--- src/rtl/sweep_pkg.sv ---
// Shared types and constants for the truth-table sweeper.
// The SWEEP_CHECK_EN build option lives in the top module; nothing here depends on it.
package sweep_pkg;

    typedef enum logic [1:0] {
        IDLE   = 2'd0,
        SETTLE = 2'd1,
        SAMPLE = 2'd2,
        DONE   = 2'd3
    } sweep_state_t;

    localparam int N_IN_DEFAULT = 4;
    localparam int VEC_COUNT    = 1 << N_IN_DEFAULT;
    localparam int CNT_W        = 8;

    function automatic int vec_count(input int n_in);
        return 1 << n_in;
    endfunction

endpackage

--- src/rtl/settle_timer.sv ---
// Loadable down-counter that paces how long each vector is held.
// Counts down to zero and then holds there; zero flags the terminal count.
module settle_timer
    import sweep_pkg::*;
#(
    parameter int W = CNT_W
) (
    input  logic         clk,
    input  logic         rst_n,
    input  logic         load,
    input  logic [W-1:0] value,
    input  logic         dec,
    output logic         zero
);

    logic [W-1:0] cnt_q;

    always_ff @(posedge clk or negedge rst_n) begin
        if (!rst_n) begin
            cnt_q <= '0;
        end else if (load) begin
            cnt_q <= value;
        end else if (dec && (cnt_q != '0)) begin
            cnt_q <= cnt_q - 1'b1;
        end
    end

    assign zero = (cnt_q == '0);

endmodule

--- src/rtl/truth_table_sweeper.sv ---
// Exhaustive stimulus/capture sequencer for an N_IN-input combinational block.
// Optional build macro SWEEP_CHECK_EN adds a golden-table compare (expected/mismatch/first_fail).
//
// state  | meaning
// IDLE   | waiting for start; outputs hold the last sweep's results
// SETTLE | current vector driven, waiting for the settle counter to reach zero
// SAMPLE | capture f_s into table_out[idx], then advance or finish
// DONE   | one-cycle done pulse, then back to IDLE
module truth_table_sweeper
    import sweep_pkg::*;
#(
    parameter int N_IN          = 4,
    parameter int SETTLE_CYCLES = 2
) (
    input  logic                   clk,
    input  logic                   rst_n,
    input  logic                   start,
    input  logic                   abort,
    output logic [N_IN-1:0]        f_in,
    input  logic                   f_s,
    output logic [(1<<N_IN)-1:0]   table_out,
    output logic                   busy,
    output logic                   done
`ifdef SWEEP_CHECK_EN
    ,
    input  logic [(1<<N_IN)-1:0]   expected,
    output logic                   mismatch,
    output logic [N_IN-1:0]        first_fail
`endif
);

    localparam int VEC = vec_count(N_IN);
    localparam logic [CNT_W-1:0] SETTLE_LOAD = CNT_W'(SETTLE_CYCLES - 1);
    localparam logic [N_IN-1:0]  LAST_IDX    = N_IN'(VEC - 1);

    sweep_state_t    state_q, state_d;
    logic [N_IN-1:0] idx_q;
    logic            tmr_load, tmr_dec, tmr_zero;
    logic            accept, sample, quit;
    logic            last;

    settle_timer #(.W(CNT_W)) u_settle_timer (
        .clk   (clk),
        .rst_n (rst_n),
        .load  (tmr_load),
        .value (SETTLE_LOAD),
        .dec   (tmr_dec),
        .zero  (tmr_zero)
    );

    assign last = (idx_q == LAST_IDX);

    always_ff @(posedge clk or negedge rst_n) begin
        if (!rst_n) begin
            state_q <= IDLE;
        end else begin
            state_q <= state_d;
        end
    end

    // abort takes precedence over the sample, so a coinciding final bit is dropped
    always_comb begin
        state_d  = state_q;
        tmr_load = 1'b0;
        tmr_dec  = 1'b0;
        accept   = 1'b0;
        sample   = 1'b0;
        quit     = 1'b0;
        case (state_q)
            IDLE: begin
                if (start) begin
                    accept   = 1'b1;
                    tmr_load = 1'b1;
                    state_d  = SETTLE;
                end
            end
            SETTLE: begin
                if (abort) begin
                    quit    = 1'b1;
                    state_d = IDLE;
                end else if (tmr_zero) begin
                    state_d = SAMPLE;
                end else begin
                    tmr_dec = 1'b1;
                end
            end
            SAMPLE: begin
                if (abort) begin
                    quit    = 1'b1;
                    state_d = IDLE;
                end else begin
                    sample = 1'b1;
                    if (last) begin
                        state_d = DONE;
                    end else begin
                        tmr_load = 1'b1;
                        state_d  = SETTLE;
                    end
                end
            end
            DONE: begin
                state_d = IDLE;
            end
            default: begin
                state_d = IDLE;
            end
        endcase
    end

    always_ff @(posedge clk or negedge rst_n) begin
        if (!rst_n) begin
            f_in      <= '0;
            idx_q     <= '0;
            table_out <= '0;
            busy      <= 1'b0;
        end else begin
            if (accept) begin
                f_in      <= '0;
                idx_q     <= '0;
                table_out <= '0;
                busy      <= 1'b1;
            end
            if (quit) begin
                f_in <= '0;
                busy <= 1'b0;
            end
            if (sample) begin
                table_out[idx_q] <= f_s;
                if (last) begin
                    busy <= 1'b0;
                end else begin
                    idx_q <= idx_q + 1'b1;
                    f_in  <= idx_q + 1'b1;
                end
            end
        end
    end

    assign done = (state_q == DONE);

`ifdef SWEEP_CHECK_EN
    logic [VEC-1:0] expected_q;

    always_ff @(posedge clk or negedge rst_n) begin
        if (!rst_n) begin
            expected_q <= '0;
            mismatch   <= 1'b0;
            first_fail <= '0;
        end else if (accept) begin
            expected_q <= expected;
            mismatch   <= 1'b0;
            first_fail <= '0;
        end else if (sample && (f_s != expected_q[idx_q]) && !mismatch) begin
            mismatch   <= 1'b1;
            first_fail <= idx_q;
        end
    end
`endif

endmodule

--- config.mk ---
export PLATFORM = sky130hd
export DESIGN_NAME = truth_table_sweeper
export DESIGN_NICKNAME = d
export VERILOG_FILES = /design/src/rtl/sweep_pkg.sv /design/src/rtl/settle_timer.sv /design/src/rtl/truth_table_sweeper.sv
export SDC_FILE = /design/constraint.sdc
export NUM_CORES = 1
export LEC_CHECK = 0
export ABC_AREA = 0
export CAP_MARGIN = 10
export CORE_MARGIN = 2
export CORE_UTILIZATION = 55
export DETAILED_ROUTE_END_ITERATION = 12
export MAX_ROUTING_LAYER = met4
export PLACE_DENSITY_LB_ADDON = 0.05
export SLEW_MARGIN = 25
export SYNTH_ARGS = -nofsm -noshare
export SYNTH_HDL_FRONTEND = slang
export SYNTH_SLANG_ARGS = --single-unit
--- constraint.sdc ---
create_clock -name clk -period 3 [get_ports clk]
set_input_delay 0.3 -clock clk [delete_from_list [all_inputs] [get_ports clk]]
set_output_delay 0.3 -clock clk [all_outputs]
set_load 0.05 [all_outputs]
==> Implementation_results.wiki <==
{| class="wikitable"
! Metric !! Value
|-
| Final TNS setup || 0 ps
|-
| Number of cells produced by synthesis || 172
|-
| Power Internal || 869 uW
|-
| Ant diodes || 0
|-
| Critical path data required time || 2700 ps
|-
| Detailed Route WL || 3830 um
|-
| Number of rows in the core area || 20
|-
| Antenna violations before repair || 0
|-
| Global Route Usage Sum || 24.1%
|-
| Portion of total power attributed to sequential cells || 42.6%
|-
| Congestion Overflow GR || 0
|-
| Worst-case vdd ir drop || 520 uV
|-
| Number of buffers inserted by hold repair at cts || 0
|-
| HPWL after detailed placement || 2720 um
|-
| Switching share of power || 40.0%
|-
| Worst-margin pin slew || 525 ps
|-
| Clock latency of the later-clocked register in the worst-skew pair || 340 ps
|-
| Share of synthesized registers carrying an async set or reset || 100%
|-
| Cell area reported after detailed placement || 0.00210 sq mm
|-
| Final Cell Area || 0.00215 sq mm
|-
| Class of the tightest hold or removal check || in -> async
|-
| Normalized max-slew margin || 64.9%
|-
| Placed insts || 235
|-
| Final Setup Violations || 0
|-
| Worst setup SP type || register
|-
| H-tree depth || 2
|-
| P_leak || 0.948 nW
|-
| Number of iterations in the first detailed-routing pass || 4
|-
| Result of the run || finished, final reports clean
|-
| First-pass GRT wire length || 6340 um
|-
| Overall die width || 61.4 um
|-
| Overall die area || 0.00376 sq mm
|-
| Average instance area after synthesis || 10.5 sq um
|-
| Count of clock tree sinks || 35
|-
| Portion of total power attributed to the clock network || 18.2%
|-
| Final Cycle Share || 68.2%
|-
| Count of vias placed by the detailed router || 1399
|-
| Netlist area before placement || 0.00181 sq mm
|-
| Maximum net fanout on the critical path || 4
|-
| Number of I/O port buffers || 26
|-
| Number of violations of the max-capacitance limit || 0
|-
| Share of total power in combinational logic || 39.1%
|-
| Finished Core Util || 69.4%
|-
| Path depth of the worst reg2reg path || 6
|-
| CP Class || reg -> out
|-
| Non-filler cells in the finished layout || 242
|-
| Max Root-Sink Buffers || 2
|-
| Worst Setup End Kind || primary output
|-
| Final-report hold violation count || 0
|-
| Number of cells upsized or downsized after cts || 0
|-
| Final slew viol count || 0
|-
| Clock-pin slew reported for the worst setup and hold paths after clock tree synthesis || 110 ps
|-
| Number of distinct library cell variants in the gate-level netlist after synthesis || 38
|-
| Number of vias per cell || 5.78
|-
| Number of buffers added for setup after CTS || 0
|-
| Worst hold slack across all endpoints || 361 ps
|-
| Num ports || 27
|-
| Pin count of the biggest net entering global routing || 36
|-
| DR WL/cell || 15.8 um
|-
| Register bit count reported by yosys || 35
|-
| Most frequently used flop master after synthesis || dfrtp_1
|-
| Clock tree from TritonCTS || done
|-
| PnR worst setup slack || 955 ps
|-
| Root Driver || clkbuf_4
|-
| NumNets Final || 214
|-
| Number of nets produced by synthesis || 188
|-
| Clock buffers created by TritonCTS || 5
|-
| Part of the Yosys area used for sequential elements || 48.4%
|-
| RSZ-0062 raised after global routing || false
|-
| Iteration-0 DRC Markers || 58
|-
| Starting utilization of the core area || 58.3%
|-
| Post-route ant nets || 0
|-
| Arrival time of the worst setup path || 1740 ps
|-
| Via count of the first global-routing pass || 1319
|-
| Worst Setup Slack post-DPL || 988 ps
|-
| Fraction of final layout cells sized beyond drive strength 1 || 7.07%
|-
| Minimum clock period after layout || 2040 ps
|-
| Reported net switching power || 579 uW
|-
| PnR Total Power || 1.45 mW
|-
| Post-route DRC || 0
|-
| Warnings from Yosys || 0
|-
| Layout Skew || 7.44 ps
|-
| Area Overhead vs Synth || 19.0%
|-
| DIE HEIGHT || 61.4 um
|-
| Highest attainable clock frequency || 489 MHz
|-
| Number of enable-type register cells in the synthesized netlist || 0
|-
| Power density normalized to cell area || 672 mW/mm^2
|-
| Placeable core area || 0.00310 sq mm
|-
| Placer's final routability congestion estimate || 0.873
|}
==> sequential cells by signal, indices dropped and copies added (netlist names) <==
| signal | cells |
|---|---|
| busy | 1 |
| table_out | 16 |
| u_settle_timer.cnt_q | 8 |
| f_in | 4 |
| idx_q | 4 |
| state_q | 2 |
==> routing by layer <==
layer	wire (um)	GRT usage, %
met5	0	-
met4	34	10.0
met3	146	4.20
met2	1930	35.7
met1	1710	32.8
==> power by group through the flow <==
stage / combinational, mW / sequential [mW] / clock [mW]
2_1_floorplan: 0.387 / 0.672 / 0
3_3_place_gp: 0.547 / 0.619 / 0
3_5_place_dp: 0.569 / 0.626 / 0
4_1_cts: 0.573 / 0.617 / 0.271
5_1_grt: 0.630 / 0.630 / 0.290
6_report: 0.567 / 0.617 / 0.264
==> layout make-up <==
type / instances / area, sq um
Multi-Input combinational cell: 117 / 850
Clock inverter: 1 / 5.00
Sequential cell: 35 / 876
Tap cell: 44 / 55.1
Fill cell: 274 / 950
Inverter: 11 / 41.3
Timing Repair Buffer: 28 / 275
Clock buffer: 6 / 51.3
==> path summary, 6_finish.rpt <==
kind                                                           from                 endpoint  slack [ps]
max in group asynchronous                                     rst_n        f_in[1]$_DFF_PN0_        2330
worst max register to register  u_settle_timer.cnt_q[0]$_DFFE_PN0P_   state_q[1]$_DFFE_PN0P_         970
worst min register to register                    f_in[3]$_DFF_PN0_        f_in[3]$_DFF_PN0_         500
worst max-delay path                         state_q[1]$_DFFE_PN0P_                     done         960
worst min-delay path                                          rst_n  table_out[13]$_DFF_PN0_         360
min in group clk                                  f_in[3]$_DFF_PN0_        f_in[3]$_DFF_PN0_         500
==> Yosys cell counts (all sizes together) (2+ instances only) <==
master | n | area, sq um
xor2 | 5 | 43.8
dfrtp | 35 | 876
nand2b | 4 | 25.0
o21ai | 5 | 25.0
nand3 | 4 | 20.0
o41ai | 4 | 35.0
nand2 | 14 | 52.6
nor2b | 2 | 12.5
o31ai | 11 | 82.6
clkbuf | 5 | 18.8
o211ai | 14 | 105
nor3 | 2 | 10.0
a21o | 3 | 22.5
mux2i | 3 | 30.0
o311ai | 4 | 35.0
ha | 11 | 138
a21oi | 10 | 61.3
buf | 4 | 23.8
inv | 11 | 41.3
nor2 | 7 | 26.3
==> critical path: stages, from the launching register on <==
cell and delay, ps:
dfrtp_1 410, ha_1 190, clkdlybuf4s50_1 810
==> layout by cell type (no fill, tap or decap), types with 2 or more instances in the layout <==
master	synthesis	routed
ha_1	11	11
inv_1	11	11
o211ai_1	14	14
buf_4	0	2
nor3_1	2	2
nand2_1	14	14
xor2_1	5	5
o311ai_0	4	4
nor2_1	7	7
a21o_1	3	3
clkbuf_4	0	5
nand3_1	4	4
nand2b_1	4	4
o41ai_1	4	4
a21oi_1	9	9
o31ai_1	11	11
o21ai_0	4	4
clkdlybuf4s50_1	0	26
nor2b_1	2	2
dfrtp_1	35	35
mux2i_1	3	3
==> cells by family (layout without fill, tap and decap cells) <==
logic type	Yosys count	after routing	share of synthesized area, %
compound gates	56	56	23.2
fa+ha+maj	11	11	7.61
simple gates	40	40	11.0
mux	4	4	2.28
flops	35	35	48.4
xor+xnor	6	6	2.90
buf+inv	20	46	4.63
Note: power is estimated with default switching activity, not from simulation.
